===== src/rtl/pipe_hazard_ctrl_pkg.sv =====
// Shared core definitions for the hazard scheduler:
// register channel ids, scoreboard slot layout and FSM encoding.
package pipe_hazard_ctrl_pkg;

    localparam logic [3:0] REG_FLAG = 4'd9;
    localparam logic [3:0] REG_TPC  = 4'd11;
    localparam logic [3:0] REG_IPC  = 4'd12;
    localparam logic [3:0] REG_SP   = 4'd13;

    typedef struct packed {
        logic v;
        logic tpc;
        logic ipc;
        logic flg;
    } slot_t;

    typedef enum logic {
        RUN = 1'b0,
        HAZ = 1'b1
    } state_t;

endpackage


===== src/rtl/pipe_hazard_ctrl_scoreboard.sv =====
// In-flight writer tracker: DEPTH-slot shift register, slot 0 youngest,
// with per-channel "pending write" aggregates.
module hazard_scoreboard
    import pipe_hazard_ctrl_pkg::*;
#(
    parameter int DEPTH = 3
) (
    input  logic  clk,
    input  logic  rst,
    input  logic  advance,
    input  logic  clear,
    input  slot_t ins,
    output logic  any_t,
    output logic  any_i,
    output logic  any_f
);

    slot_t slots [DEPTH];

    // Shift writers toward retirement; a clear empties every slot
    always_ff @(posedge clk or negedge rst) begin
        if (!rst) begin
            for (int i = 0; i < DEPTH; i++) slots[i] <= '0;
        end else if (clear) begin
            for (int i = 0; i < DEPTH; i++) slots[i] <= '0;
        end else if (advance) begin
            for (int i = DEPTH - 1; i > 0; i--) slots[i] <= slots[i-1];
            slots[0] <= ins;
        end
    end

    // OR together the pending writes of every occupied slot
    always_comb begin
        any_t = 1'b0;
        any_i = 1'b0;
        any_f = 1'b0;
        for (int i = 0; i < DEPTH; i++) begin
            any_t = any_t | (slots[i].v & slots[i].tpc);
            any_i = any_i | (slots[i].v & slots[i].ipc);
            any_f = any_f | (slots[i].v & slots[i].flg);
        end
    end

endmodule


===== src/rtl/pipe_hazard_ctrl.sv =====
// Decode-stage hazard scheduler: stalls decode on TPC/IPC/FLAG
// dependencies, injects bubbles, freezes the pipe on memory stall.
module pipe_hazard_ctrl
    import pipe_hazard_ctrl_pkg::*;
#(
    parameter int DEPTH = 3,
    parameter int CNT_W = 16
) (
    input  logic             clk,
    input  logic             rst,
    input  logic             dec_valid,
    input  logic             dec_isDepTPC,
    input  logic             dec_isDepIPC,
    input  logic             dec_isDepFlag,
    input  logic             dec_isEffTPC,
    input  logic             dec_isEffIPC,
    input  logic             dec_isEffFlag,
    input  logic             dec_isFourCycle,
    input  logic             ext_stall,
    input  logic             flush,
    output logic             dec_stop,
    output logic             ex_bubble,
    output logic             pipe_stop,
    output logic             haz_busy,
    output logic [CNT_W-1:0] haz_cnt
);

    logic   any_t;
    logic   any_i;
    logic   any_f;
    logic   hazard;
    logic   issue;
    logic   advance;
    slot_t  ins;
    state_t state;

    // Zero-latency dependency check and issue decision
    always_comb begin
        hazard = dec_valid &
                 ((dec_isDepTPC  & any_t) |
                  (dec_isDepIPC  & any_i) |
                  (dec_isDepFlag & any_f));
        issue   = dec_valid & ~hazard & ~ext_stall & ~flush;
        advance = ~ext_stall & ~flush;
        ins     = '0;
        if (issue && dec_isFourCycle) begin
            ins = '{v: 1'b1,
                    tpc: dec_isEffTPC,
                    ipc: dec_isEffIPC,
                    flg: dec_isEffFlag};
        end
    end

    hazard_scoreboard #(
        .DEPTH (DEPTH)
    ) u_sb (
        .clk     (clk),
        .rst     (rst),
        .advance (advance),
        .clear   (flush),
        .ins     (ins),
        .any_t   (any_t),
        .any_i   (any_i),
        .any_f   (any_f)
    );

    // Stall controls follow the hazard directly, never the state
    always_comb begin
        dec_stop  = hazard | ext_stall;
        ex_bubble = hazard & ~ext_stall & ~flush;
        pipe_stop = ext_stall & ~flush;
        haz_busy  = (state == HAZ);
    end

    // Status FSM: flush wins, external stall freezes it
    always_ff @(posedge clk or negedge rst) begin
        if (!rst) begin
            state <= RUN;
        end else if (flush) begin
            state <= RUN;
        end else if (!ext_stall) begin
            unique case (state)
                RUN: if (hazard) state <= HAZ;
                HAZ: if (!hazard) state <= RUN;
                default: state <= RUN;
            endcase
        end
    end

    // Saturating count of bubble cycles caused by data hazards
    always_ff @(posedge clk or negedge rst) begin
        if (!rst) begin
            haz_cnt <= '0;
        end else if (ex_bubble && (haz_cnt != '1)) begin
            haz_cnt <= haz_cnt + CNT_W'(1);
        end
    end

endmodule

===== config.mk =====
export PLATFORM = sky130hd
export DESIGN_NAME = pipe_hazard_ctrl
export DESIGN_NICKNAME = d
export VERILOG_FILES = /design/src/rtl/pipe_hazard_ctrl_pkg.sv /design/src/rtl/pipe_hazard_ctrl_scoreboard.sv /design/src/rtl/pipe_hazard_ctrl.sv
export SDC_FILE = /design/constraint.sdc
export NUM_CORES = 1
export LEC_CHECK = 0
export CAP_MARGIN = 0
export CORE_MARGIN = 2
export CORE_UTILIZATION = 30
export DETAILED_ROUTE_END_ITERATION = 8
export REMOVE_ABC_BUFFERS = 1
export SYNTH_ARGS = -nofsm -noshare
export SYNTH_HDL_FRONTEND = slang
export SYNTH_HIERARCHICAL = 1
export SYNTH_SLANG_ARGS = --single-unit

===== constraint.sdc =====
create_clock -name clk -period 4 [get_ports clk]
set_input_delay 1 -clock clk [delete_from_list [all_inputs] [get_ports clk]]
set_output_delay 1 -clock clk [all_outputs]
set_load 0.01 [all_outputs]

==> results by group <==
Run status
  • Outcome: complete, no violations

Synthesis
  • Yosys warning count: 6
  • Synthesized instance count: 128
  • Biggest area consumer among synthesized cells: dfrtp_1
  • Share of the synthesized area in the top cell type: 49.83%
  • Avg Inst Size Synth: around 11 sq um
  • #FFs+latches synth: 29
  • Main area contributors after synthesis: dfrtp_1 (50%), xor2_1 (9.0%), mux2i_1 (8.2%)
  • Mapped cell area: roughly 0.0015 sq mm
  • Unique masters post-synth: 28
  • Sequential cell area fraction in the yosys report: between 40% and 50%

Clock tree
  • # H-tree levels: 2
  • Post-cts resize count: 0
  • Worst-path clk slew: ~0.06 ns
  • # Post-CTS Setup Buffers: 0
  • Root Driver: clkbuf_8
  • TritonCTS Buffers: 5
  • Clock Sinks: 29
  • Clock Tree Buf Depth: 2
  • Clock latency on the worst-skew pair: about 0.28 ns
  • CTS Hold Buffers Added: 0
  • Clock tree from TritonCTS: built

Timing
  • Total Negative Setup Slacks: 0 ns
  • Period minus WS final: about 3.6 ns
  • Least-Margin Pin Slew: 0.4521 ns
  • Max Slew Vio Count: 0
  • Maximum clock rate: about 280 MHz
  • Final worst slack: 0.3795 ns
  • Hold Slack: 0.4869 ns
  • Hold Vio Cnt, Final: 0
  • Clock Skews: 0.004795 ns
  • Tcrit/Tclk final: 90.51%
  • Setup violations, final: 0
  • Rel. slew slack: 69.86%
  • RSZ-0062 raised after global routing: false

Drt
  • Via/cell ratio: 5.014
  • Number of DRC markers in iteration 0: 45
  • DR pass1 iterations: 6
  • Vias: 1108
  • Wire length per cell: around 15 um
  • Drt drc: 0
  • Final Routed Wirelength: 3270 um
  • Post-detailed-route count of antenna-violating nets: 0

Global route
  • Initial antenna violation count: 0
  • Number of global-route vias before repair: 1155
  • Gr ovfl total: 0
  • Largest net degree at the start of global routing: 30
  • First-pass GRT wire length: 5257 um
  • Total track usage: 12.93%

Layout
  • Commonest non-fill, non-tap cell in the layout: clkdlybuf4s50_1
  • Non-Filler Instances: 221
  • Core Util, Final: 40.77%
  • Area Growth Syn to Fin: 31.36%
  • Layout cell share with drive strength beyond 1: 12.57%
  • Post-layout nets: 179
  • Most frequent cells in the layout: clkdlybuf4s50_1 (31), dfrtp_1 (29), xor2_1 (15)
  • Post-route cell area: 0.001913 sq mm
  • Fill cells: between 400 and 500
  • N_diodes: 0

Die
  • Site Rows: 25
  • Core ar.: 0.004692 sq mm
  • Die area: between 0.005 and 0.006 sq mm
  • Initial Util: ~31%
  • Die H: 73.68 um
  • Ports: 32
  • Die X: 73.68 um

Critical path
  • Setup crit end kind: output port
  • Critical path arrival: 2.62 ns
  • CP max FO: 3
  • Type of origin of the critical path: primary input
  • Crit Path Class: in2out
  • Crit path required time: 3.00 ns

Flow run
  • Number of max-cap violations: 0

Placement
  • Placed Cells: ~210
  • DP Worst Slack: around 0.37 ns
  • Port Buffers: 31
  • Hpwl dp: 2332 um
  • Placement Cell Area: 0.001831 sq mm
  • Placer Congestion: 0.7027

Power and ir drop
  • Power per cell area: 289.8 mW/mm^2
  • Worst VDD drop: 0.1989 mV
  • Pwr Total: 0.5545 mW
  • Pleak: 0.9293 nW

Hold path
  • Worst hold path type: reg2reg
Yosys cell counts, drive strengths merged:
library cell,instances
nand3,2
nor3b,2
nor2,15
and4,3
mux2i,12
and2,3
nand3b,1
nor4,8
clkbuf,1
xor2,15
nand4,3
a222oi,4
buf,3
mux2,1
nor2b,1
and3,3
ha,1
inv,5
and4bb,1
dfrtp,29
o21bai,1
nor3,4
nand2,10
layout make-up:
cell class	instances	area, sq um	share of cell area (%)
flip-flops and latches	29	725.7	37.93
well taps	54	67.56	3.532
repair buffers	35	340.3	17.79
inverters	5	18.77	0.9810
clock buffers	6	72.57	3.793
clock inverters	2	10.01	0.5232
multi-input cells	90	678.2	35.45
cell families after synthesis:
group / after synthesis / synth area share (%)
flip-flops: 29 / 49.83
adder cells (fa/ha/maj): 1 / 0.8590
multiplexers: 13 / 9.021
buffers and inverters: 9 / 3.608
AND/OR/NAND/NOR: 56 / 24.40
XOR/XNOR: 15 / 9.021
AO/OA/AOI/OAI: 5 / 3.265
flip-flops by register name, indices dropped and copies added, names as in the netlist:
name and cells:
haz_busy 1, u_sb/slots 12, haz_cnt 16
metal layers:
layer | GRT usage, % | wire, um | vias up
met2 | 20.93 | 1589 | 33
met3 | 4.252 | 180 | 5
met4 | 4.848 | 37 | 0
met1 | 15.99 | 1462 | 540
met5 | 0 | 0 | -
li1 | - | - | 530
critical path: stages:
cell and delay [ns]:
clkdlybuf4s50_1 0.41, a222oi_1 0.48, nand3b_4 0.23, inv_1 0.04, clkdlybuf4s50_1 0.46
power breakdown:
part / leakage [nW] / internal (mW) / switching (mW) / total [mW]
Sequential: 0.405 / 0.294 / 0.000393 / 0.294
Clock: 0.0450 / 0.120 / 0.108 / 0.228
Combinational: 0.479 / 0.0167 / 0.0158 / 0.0325
worst paths after layout:
path / start / to / slack (ns) / cells after the start
worst max-delay path: dec_isDepTPC / ex_bubble / 0.38 / 5
worst min-delay path: haz_busy / haz_busy / 0.49 / 2
worst max register to register: u_sb/slots[10] / haz_cnt[1] / 1.59 / 7
worst min register to register: haz_busy / haz_busy / 0.49 / 2
max in group asynchronous: rst / haz_cnt[13] / 2.61 / 2
min in group asynchronous: rst / u_sb/slots[8] / 1.12 / 2
Note: power is estimated with default switching activity, not from simulation.
